`config.mk`:
```
export PLATFORM = sky130hd
export DESIGN_NAME = axis_frame_gen
export DESIGN_NICKNAME = d
export VERILOG_FILES = /design/src/rtl/axis_frame_gen.sv
export SDC_FILE = /design/constraint.sdc
export NUM_CORES = 1
export LEC_CHECK = 0
export ABC_AREA = 1
export CAP_MARGIN = 10
export CORE_ASPECT_RATIO = 1.1
export CORE_MARGIN = 1.5
export CORE_UTILIZATION = 50
export CTS_BUF_LIST = sky130_fd_sc_hd__clkbuf_16
export CTS_CLUSTER_DIAMETER = 100
export DETAILED_ROUTE_END_ITERATION = 16
export PLACE_DENSITY = 0.89
export SYNTH_ARGS = -nofsm -noshare
export SYNTH_HDL_FRONTEND = slang
export SYNTH_SLANG_ARGS = --single-unit
```
`constraint.sdc`:
```
create_clock -name i_sys_clk -period 3.3 [get_ports i_sys_clk]
set_input_delay 0.66 -clock i_sys_clk [delete_from_list [all_inputs] [get_ports i_sys_clk]]
set_output_delay 0.66 -clock i_sys_clk [all_outputs]
set_load 0.02 [all_outputs]
```
`src/rtl/axis_frame_gen.sv`:
```
// AXI4-Stream grey-scale test-pattern frame source with line/frame blanking and back-pressure.
// Optional stall counter on o_stall_cnt is enabled by defining AXIS_FRAME_GEN_STALL_CNT_EN.
`timescale 1ns/1ps
module axis_frame_gen #(
    parameter int DATA_WIDTH = 8,
    parameter int IMG_WIDTH  = 640,
    parameter int IMG_HEIGHT = 480,
    parameter int H_BLANK    = 4,
    parameter int V_BLANK    = 16
) (
    input  logic                  i_sys_clk,
    input  logic                  i_sys_reset,
    input  logic                  i_start,
    input  logic                  i_continuous,
    input  logic [1:0]            i_pattern,
    input  logic [DATA_WIDTH-1:0] i_const_val,
    output logic [DATA_WIDTH-1:0] m_axis_tdata,
    output logic                  m_axis_tvalid,
    output logic                  m_axis_tuser,
    output logic                  m_axis_tlast,
    input  logic                  m_axis_tready,
    output logic                  o_busy,
    output logic                  o_frame_done,
    output logic [31:0]           o_stall_cnt
);

    localparam int XW   = $clog2(IMG_WIDTH);
    localparam int YW   = (IMG_HEIGHT > 1) ? $clog2(IMG_HEIGHT) : 1;
    localparam int BMAX = (H_BLANK > V_BLANK) ? H_BLANK : V_BLANK;
    localparam int BW   = (BMAX > 0) ? $clog2(BMAX + 1) : 1;
    localparam int EW   = DATA_WIDTH + XW + YW + 4;

    localparam logic [XW-1:0] X_LAST  = XW'(IMG_WIDTH - 1);
    localparam logic [YW-1:0] Y_LAST  = YW'(IMG_HEIGHT - 1);
    localparam logic [BW-1:0] HB_LOAD = BW'((H_BLANK > 0) ? H_BLANK - 1 : 0);
    localparam logic [BW-1:0] VB_LOAD = BW'((V_BLANK > 0) ? V_BLANK - 1 : 0);

    typedef enum logic [1:0] {S_IDLE, S_ACTIVE, S_HBLANK, S_VBLANK} state_t;

    state_t                state_q, state_d;
    logic [XW-1:0]         x_q, x_d;
    logic [YW-1:0]         y_q, y_d;
    logic [BW-1:0]         blank_q, blank_d;
    logic [1:0]            pat_q, pat_d;
    logic [DATA_WIDTH-1:0] cval_q, cval_d;
    logic [DATA_WIDTH-1:0] tdata_q, tdata_d;
    logic                  tvalid_q, tvalid_d;
    logic                  tuser_q, tuser_d;
    logic                  tlast_q, tlast_d;
    logic                  busy_q;
    logic                  done_q, done_d;
    logic                  hs, present, new_frame;

    function automatic logic [DATA_WIDTH-1:0] pixel(input logic [XW-1:0] x, input logic [YW-1:0] y,
                                                    input logic [1:0] pat,
                                                    input logic [DATA_WIDTH-1:0] cval);
        logic [EW-1:0] xe, ye;
        xe = EW'(x);
        ye = EW'(y);
        case (pat)
            2'd0:    pixel = xe[DATA_WIDTH-1:0];
            2'd1:    pixel = ye[DATA_WIDTH-1:0];
            2'd2:    pixel = (xe[3] ^ ye[3]) ? '1 : '0;
            default: pixel = cval;
        endcase
    endfunction

    assign hs = tvalid_q & m_axis_tready;

    always_comb begin
        state_d   = state_q;
        x_d       = x_q;
        y_d       = y_q;
        blank_d   = blank_q;
        pat_d     = pat_q;
        cval_d    = cval_q;
        tdata_d   = tdata_q;
        tvalid_d  = tvalid_q;
        tuser_d   = tuser_q;
        tlast_d   = tlast_q;
        done_d    = 1'b0;
        present   = 1'b0;
        new_frame = 1'b0;

        case (state_q)
            S_IDLE: begin
                if (i_start) begin
                    state_d   = S_ACTIVE;
                    new_frame = 1'b1;
                end
            end
            S_ACTIVE: begin
                if (hs) begin
                    if (x_q != X_LAST) begin
                        x_d     = x_q + 1'b1;
                        present = 1'b1;
                    end else if (y_q != Y_LAST) begin
                        x_d = '0;
                        y_d = y_q + 1'b1;
                        if (H_BLANK > 0) begin
                            state_d = S_HBLANK;
                            blank_d = HB_LOAD;
                        end else begin
                            present = 1'b1;
                        end
                    end else begin
                        x_d    = '0;
                        y_d    = '0;
                        done_d = 1'b1;
                        if (!i_continuous) begin
                            state_d = S_IDLE;
                        end else if (V_BLANK > 0) begin
                            state_d = S_VBLANK;
                            blank_d = VB_LOAD;
                        end else begin
                            new_frame = 1'b1;
                        end
                    end
                end
            end
            S_HBLANK: begin
                if (blank_q == '0) begin
                    state_d = S_ACTIVE;
                    present = 1'b1;
                end else begin
                    blank_d = blank_q - 1'b1;
                end
            end
            default: begin
                if (blank_q == '0) begin
                    if (i_continuous) begin
                        state_d   = S_ACTIVE;
                        new_frame = 1'b1;
                    end else begin
                        state_d = S_IDLE;
                    end
                end else begin
                    blank_d = blank_q - 1'b1;
                end
            end
        endcase

        // Pattern and constant are captured only when a frame's first pixel is launched.
        if (new_frame) begin
            x_d     = '0;
            y_d     = '0;
            pat_d   = i_pattern;
            cval_d  = i_const_val;
            present = 1'b1;
        end

        if (present) begin
            tvalid_d = 1'b1;
            tdata_d  = pixel(x_d, y_d, pat_d, cval_d);
            tuser_d  = (x_d == '0) && (y_d == '0);
            tlast_d  = (x_d == X_LAST);
        end else if (state_d != S_ACTIVE) begin
            tvalid_d = 1'b0;
            tdata_d  = '0;
            tuser_d  = 1'b0;
            tlast_d  = 1'b0;
        end
    end

    always_ff @(posedge i_sys_clk) begin
        if (i_sys_reset) begin
            state_q  <= S_IDLE;
            x_q      <= '0;
            y_q      <= '0;
            blank_q  <= '0;
            pat_q    <= '0;
            cval_q   <= '0;
            tdata_q  <= '0;
            tvalid_q <= 1'b0;
            tuser_q  <= 1'b0;
            tlast_q  <= 1'b0;
            busy_q   <= 1'b0;
            done_q   <= 1'b0;
        end else begin
            state_q  <= state_d;
            x_q      <= x_d;
            y_q      <= y_d;
            blank_q  <= blank_d;
            pat_q    <= pat_d;
            cval_q   <= cval_d;
            tdata_q  <= tdata_d;
            tvalid_q <= tvalid_d;
            tuser_q  <= tuser_d;
            tlast_q  <= tlast_d;
            busy_q   <= (state_d != S_IDLE);
            done_q   <= done_d;
        end
    end

`ifdef AXIS_FRAME_GEN_STALL_CNT_EN
    logic [31:0] stall_q, stall_d;

    always_comb begin
        stall_d = stall_q;
        if (tvalid_q && !m_axis_tready && (stall_q != '1)) begin
            stall_d = stall_q + 1'b1;
        end
        if (new_frame) begin
            stall_d = '0;
        end
    end

    always_ff @(posedge i_sys_clk) begin
        if (i_sys_reset) begin
            stall_q <= '0;
        end else begin
            stall_q <= stall_d;
        end
    end

    assign o_stall_cnt = stall_q;
`else
    assign o_stall_cnt = '0;
`endif

    assign m_axis_tdata  = tdata_q;
    assign m_axis_tvalid = tvalid_q;
    assign m_axis_tuser  = tuser_q;
    assign m_axis_tlast  = tlast_q;
    assign o_busy        = busy_q;
    assign o_frame_done  = done_q;

endmodule

```
==> flow_metrics.env, run 1 <==
export IMPL_overflow=0
export IMPL_postRouteAntennaNets=0
export IMPL_cts_resized=0
export IMPL_required_ps=3520
export IMPL_die_area_mm2=0.00711
export IMPL_ys_warn_count=0
export IMPL_finalSetupViolCount=0
export IMPL_syn_inst=504
export IMPL_start_util_pct=52.8
export IMPL_synth_area_mm2=0.00331
export IMPL_syn2layout_area_growth_pct=10.3
export IMPL_layout_nets=550
export IMPL_cp_max_fo=12
export IMPL_place_gp_congestion=0.904
export IMPL_status="finished clean"
export IMPL_num_antenna_cells=0
export IMPL_synth_area_mux_share_pct=2.42
export IMPL_numCtsBuffers=5
export IMPL_post_route_drc_count=0
export IMPL_drv_slew=0
export IMPL_clkLatencyLatePin_ps=290
export IMPL_fin_util_pct=58.2
export IMPL_fp_row_count=30
export IMPL_cts_max_level=2
export IMPL_final_common_cell="nand2_1"
export IMPL_grt_pass1_wl_um=13200
export IMPL_yosys_cell_types_count=38
export IMPL_hpwl_um=5920
export IMPL_timing_fmax_mhz=356
export IMPL_worstSetupPathType="in2reg"
export IMPL_fin_tns_setup_ps=0
export IMPL_hold_buffers=0
export IMPL_synth_top_family_by_area="simple AND/OR/NAND/NOR gates"
export IMPL_hold_violations=0
export IMPL_grtUsageTotal_pct=23.8
export IMPL_power_density_mw_per_mm2=427
export IMPL_vias=3170
export IMPL_endpoint_kind="flop"
export IMPL_async_flop_share_pct=0
export IMPL_synth_compound_area_share_pct=8.13
export IMPL_core_region_area_mm2=0.00627
export IMPL_cts_path_max_buffers=2
export IMPL_grt_start_max_net_pins=46
export IMPL_io_buffers=27
export IMPL_wl_per_cell_um=12.9
export IMPL_path_clk_slew_ps=70
export IMPL_slew_headroom_pct=57.4
export IMPL_cp_start_kind="primary input"
export IMPL_wl_um=7820
export IMPL_synth_seq_area_share_pct=29.7
export IMPL_yosys_area_share_simple_pct=38.9
export IMPL_clk_root_buffer_cell="clkbuf_16"
export IMPL_via_per_inst=5.21
export IMPL_synth_avg_cell_area_um2=6.56
export IMPL_clock_sinks=49
export IMPL_dr_pass1_iters=5
export IMPL_synth_xor_xnor_area_share_pct=0.265
export IMPL_antenna_found_initial=0
export IMPL_die_x_um=80.6
export IMPL_finalCriticalPeriod_ps=2810
export IMPL_cp_arrival_ps=3030
export IMPL_io_pins=60
export IMPL_synth_edf_count=0
export IMPL_skew_ps=8.99
export IMPL_finalCritPeriodShare_pct=85.2
export IMPL_die_y_um=88.3
export IMPL_final_cell_mix="nand2_1 (121), nor2_1 (77), inv_1 (61)"
export IMPL_fillers=599
export IMPL_cts_tree="done"
export IMPL_grt_pass1_vias=2909
export IMPL_synth_ff_type="dfxtp_1"
export IMPL_power_leakage_nw=1.79
export IMPL_yosys_register_bits=49
export IMPL_cts_setup_buffers=0
export IMPL_cap_violations=0
export IMPL_drt_iter0_markers=322
export IMPL_layout_drive_gt1_share_pct=6.44
export IMPL_vdd_drop_max_mv=0.250
export IMPL_rsz0062_at_grt="false"
export IMPL_tightest_slew_ps=637
export IMPL_synth_adder_area_share_pct=3.03
export IMPL_hold_class="reg2reg"
## synth_stat cells (2+ instances only)
| master | instances | area share [%] |
|---|---|---|
| nand2_1 | 121 | 14 |
| nor2_1 | 77 | 8.7 |
| inv_1 | 60 | 6.8 |
| dfxtp_1 | 49 | 30 |
| nand3_1 | 49 | 7.4 |
| buf_4 | 35 | 7.9 |
| a21oi_1 | 21 | 3.2 |
| nand4_1 | 9 | 1.7 |
| nor3_1 | 9 | 1.4 |
| ha_1 | 8 | 3.0 |
| mux2i_1 | 8 | 2.4 |
| o21ai_0 | 6 | 0.91 |
| buf_6 | 5 | 1.7 |
| clkbuf_1 | 5 | 0.57 |
| nand3_2 | 3 | 0.91 |
| nand3_4 | 3 | 1.6 |
| nor2_2 | 3 | 0.57 |
| o211ai_1 | 3 | 0.68 |
| o21ai_1 | 3 | 0.45 |
| o21bai_1 | 3 | 0.68 |
| a21oi_2 | 2 | 0.53 |
| a31oi_1 | 2 | 0.38 |
| inv_2 | 2 | 0.23 |
| nand2_2 | 2 | 0.38 |
| nor2_8 | 2 | 1.2 |
| o21ai_2 | 2 | 0.53 |
## cell type report
cell class / count / area (µm²) / area share (%)
multi-input combinational: 377 / 1860 / 51.1
timing repair buffer: 31 / 300 / 8.23
sequential: 49 / 981 / 26.9
tap: 80 / 100 / 2.74
clock buffer: 5 / 125 / 3.43
inverter: 63 / 236 / 6.48
clock inverter: 3 / 42.5 / 1.17
## cells by family after synthesis
group | after synthesis
buf+inv | 109
simple gates | 283
fa+ha+maj | 8
xor+xnor | 1
compound gates | 45
other cells | 1
mux | 8
flops | 49
## final timing paths
path / cells past startpoint / startpoint / slack, ps / endpoint
worst max-delay path: 14 / i_continuous / 490 / m_axis_tdata[5]
worst min register to register: 2 / m_axis_tdata[4] / 480 / m_axis_tdata[4]
worst min-delay path: 2 / m_axis_tdata[4] / 480 / m_axis_tdata[4]
worst max register to register: 13 / state_q[0] / 610 / m_axis_tdata[5]
## flip-flops by register name, summed over array words and instances, names as in the netlist
name	flops
o_frame_done	1
m_axis_tlast	1
x_q	10
m_axis_tvalid	1
m_axis_tuser	1
pat_q	2
o_busy	1
state_q	2
m_axis_tdata	8
blank_q	5
cval_q	8
y_q	9
## metal layers
| layer | global-route usage [%] | share of wire [%] | up-vias |
|---|---|---|---|
| met4 | 8.62 | 2.2 | 0 |
| met5 | 0 | 0 | - |
| met2 | 41.3 | 49 | 118 |
| li1 | - | - | 1584 |
| met1 | 29.5 | 43 | 1448 |
| met3 | 4.23 | 5.8 | 20 |
## where the power goes
part | switching (mW) | internal, mW
sequential | 0.0233 | 0.622
clock | 0.231 | 0.357
combinational | 0.217 | 0.111
total | 0.471 | 1.09
## through the flow
step | setup slack, ps | std cells | hold slack (ps) | power [mW] | cell area [µm²]
2_1_floorplan | 1380 | 535 | 456 | 0.935 | 3420
3_3_place_gp | 283 | 600 | 472 | 0.973 | 3480
3_5_place_dp | 159 | 600 | 478 | 0.980 | 3480
4_1_cts | 460 | 608 | 488 | 1.56 | 3650
5_1_grt | 183 | 608 | 520 | 1.63 | 3650
6_report | 488 | 608 | 482 | 1.56 | 3650
## worst max-delay path, stage by stage
cell,delay [ps]
clkdlybuf4s50_1,430
nand2_1,70
inv_1,40
nand3_1,100
nand2_1,220
inv_1,390
nand2_1,180
nor2_2,240
inv_1,90
nand2_1,80
nand3_2,160
nand3_1,140
nand2_1,70
a21oi_1,140
Note: power is estimated with default switching activity, not from simulation.
==> run 2, diff against run 1 <==
--- a/config.mk
+++ b/config.mk
@@ -13,7 +13,7 @@
 export CTS_BUF_LIST = sky130_fd_sc_hd__clkbuf_16
 export CTS_CLUSTER_DIAMETER = 100
 export DETAILED_ROUTE_END_ITERATION = 16
-export PLACE_DENSITY = 0.89
+export PLACE_DENSITY = 0.82
 export SYNTH_ARGS = -nofsm -noshare
 export SYNTH_HDL_FRONTEND = slang
 export SYNTH_SLANG_ARGS = --single-unit
==> run 2 against run 1 <==
Compared with the run above:
- routed wire length rose by 1.1%
- sequential power about the same
- clock-buffer cell count did not move
- critical path depth unchanged
- critical endpoint is now m_axis_tdata[6]
- largest power group unchanged
- utilization shrank 0.40 points
- register-to-register slack about the same
- clock skew fell by 2.1 ps
- highest routed layer unchanged
- non-clock buffer count shrank 1
- sequential cell count is the same
- die area is the same
- first-iteration DRC count is 11% lower
- combinational power is essentially flat
==> flow_metrics.env, run 2 (same netlist as run 1, synthesis figures left out) <==
export IMPL_antenna_found_initial=0
export IMPL_overflow=0
export IMPL_layout_nets=549
export IMPL_cap_violations=0
export IMPL_pwr_share_clk_pct=35.6
export IMPL_drt_iter0_markers=285
export IMPL_post_route_drc_count=0
export IMPL_die_x_um=80.6
export IMPL_tightest_slew_ps=665
export IMPL_fp_row_count=30
export IMPL_timing_fmax_mhz=355
export IMPL_hpwl_um=5960
export IMPL_die_area_mm2=0.00711
export IMPL_largest_register="x_q"
export IMPL_layout_drive_gt1_share_pct=6.45
export IMPL_fillers=610
export IMPL_hold_buffers=0
export IMPL_grtUsageTotal_pct=23.6
export IMPL_num_antenna_cells=0
export IMPL_clock_sinks=49
export IMPL_drv_slew=0
export IMPL_grt_pass1_wl_um=13200
export IMPL_grt_start_max_net_pins=46
export IMPL_cts_max_level=2
export IMPL_via_per_inst=5.19
export IMPL_core_region_area_mm2=0.00627
export IMPL_cp_arrival_ps=3040
export IMPL_total_power_mw=1.51
export IMPL_finalCriticalPeriod_ps=2820
export IMPL_path_clk_slew_ps=70
export IMPL_syn2layout_area_growth_pct=9.57
export IMPL_skew_ps=6.89
export IMPL_io_pins=60
export IMPL_seqPwrFrac_pct=42.7
export IMPL_vdd_drop_max_mv=0.245
export IMPL_clk_root_buffer_cell="clkbuf_16"
export IMPL_largest_register_ffs=10
export IMPL_cp_start_kind="primary input"
export IMPL_finalCritPeriodShare_pct=85.4
export IMPL_postRouteAntennaNets=0
export IMPL_cts_tree="done"
export IMPL_fin_util_pct=57.8
export IMPL_dr_pass1_iters=5
export IMPL_wl_um=7900
export IMPL_cts_path_max_buffers=2
export IMPL_switchingPower_uw=493
export IMPL_vias=3152
export IMPL_slew_headroom_pct=55.5
export IMPL_rsz0062_at_grt="false"
export IMPL_die_y_um=88.3
export IMPL_io_buffers=27
export IMPL_endpoint_kind="flop"
export IMPL_numCtsBuffers=5
export IMPL_grt_pass1_vias=2934
export IMPL_pwr_share_comb_pct=21.7
export IMPL_status="finished clean"
export IMPL_cp_max_fo=12
export IMPL_p_int_mw=1.02
export IMPL_final_common_cell="nand2_1"
export IMPL_cts_resized=0
export IMPL_final_cell_mix="nand2_1 (121), nor2_1 (77), inv_1 (60)"
export IMPL_hold_violations=0
export IMPL_required_ps=3520
export IMPL_start_util_pct=52.8
export IMPL_worstSetupPathType="in2reg"
export IMPL_power_density_mw_per_mm2=417
export IMPL_hold_class="reg2reg"
export IMPL_cts_setup_buffers=0
export IMPL_wl_per_cell_um=13.0
export IMPL_sw_frac_of_total_pct=32.6
export IMPL_power_leakage_nw=1.77
export IMPL_finalSetupViolCount=0
export IMPL_fin_tns_setup_ps=0
export IMPL_place_gp_congestion=0.952
export IMPL_reg_largest_list="x_q x10, y_q x9"
export IMPL_clkLatencyLatePin_ps=290
==> run 2: cell count changes in the layout (fill, tap and decap cells not counted), sizes merged <==
| cell | change |
|---|---|
| buf | -1 |
| bufinv | -1 |
| clkinv | -1 |
| clkinvlp | +1 |
| inv | +1 |
==> run 2: power by group through the flow <==
stage               clock network (mW)  registers, mW  logic (mW)
floorplan                            0          0.663       0.272
global placement                     0          0.657       0.315
detailed placement                   0          0.658       0.324
CTS                              0.542          0.644       0.326
global route                     0.569          0.648       0.366
finish                           0.538          0.645       0.329
==> run 2: area by class of cell <==
class	count	area, µm²	area share (%)
well taps	80	100	2.76
repair buffers	30	293	8.08
clock inverters	3	25.0	0.690
clock buffers	5	125	3.45
flip-flops and latches	49	981	27.1
inverters	63	236	6.52
multi-input cells	377	1860	51.4
==> run 2: metal layers <==
| metal | track usage (%) | wire length (µm) | up-vias |
|---|---|---|---|
| met5 | 0 | 0 | - |
| met4 | 7.99 | 187 | 0 |
| met3 | 4.23 | 390 | 21 |
| met2 | 41.5 | 3830 | 120 |
| met1 | 29.1 | 3490 | 1431 |
| li1 | - | - | 1580 |
==> run 2: worst max-delay path, stage by stage <==
cell	delay [ps]
clkdlybuf4s50_1	440
nand2_1	80
inv_1	40
nand3_1	90
nand2_1	230
inv_1	410
nand2_1	170
nor2_2	250
inv_1	100
nand2_1	90
nand3_2	160
nand3_1	140
nand2_1	60
a21oi_1	120
==> run 2: final timing paths <==
kind,startpoint,cells after the start,end,slack [ps]
hold reg to reg,m_axis_tdata[2],2,m_axis_tdata[2],490
setup / recovery,i_continuous,14,m_axis_tdata[6],480
setup reg to reg,blank_q[0],15,m_axis_tdata[6],610
hold / removal,m_axis_tdata[2],2,m_axis_tdata[2],490
==> run 2: per-stage QoR <==
step	std cells	worst slack (ps)	hold WS [ps]	instance area [µm²]
after floorplan	535	1380	456	3420
after global placement	599	322	475	3470
after detailed placement	599	207	479	3470
after CTS	607	510	495	3620
after global routing	607	314	517	3620
final	607	483	490	3620
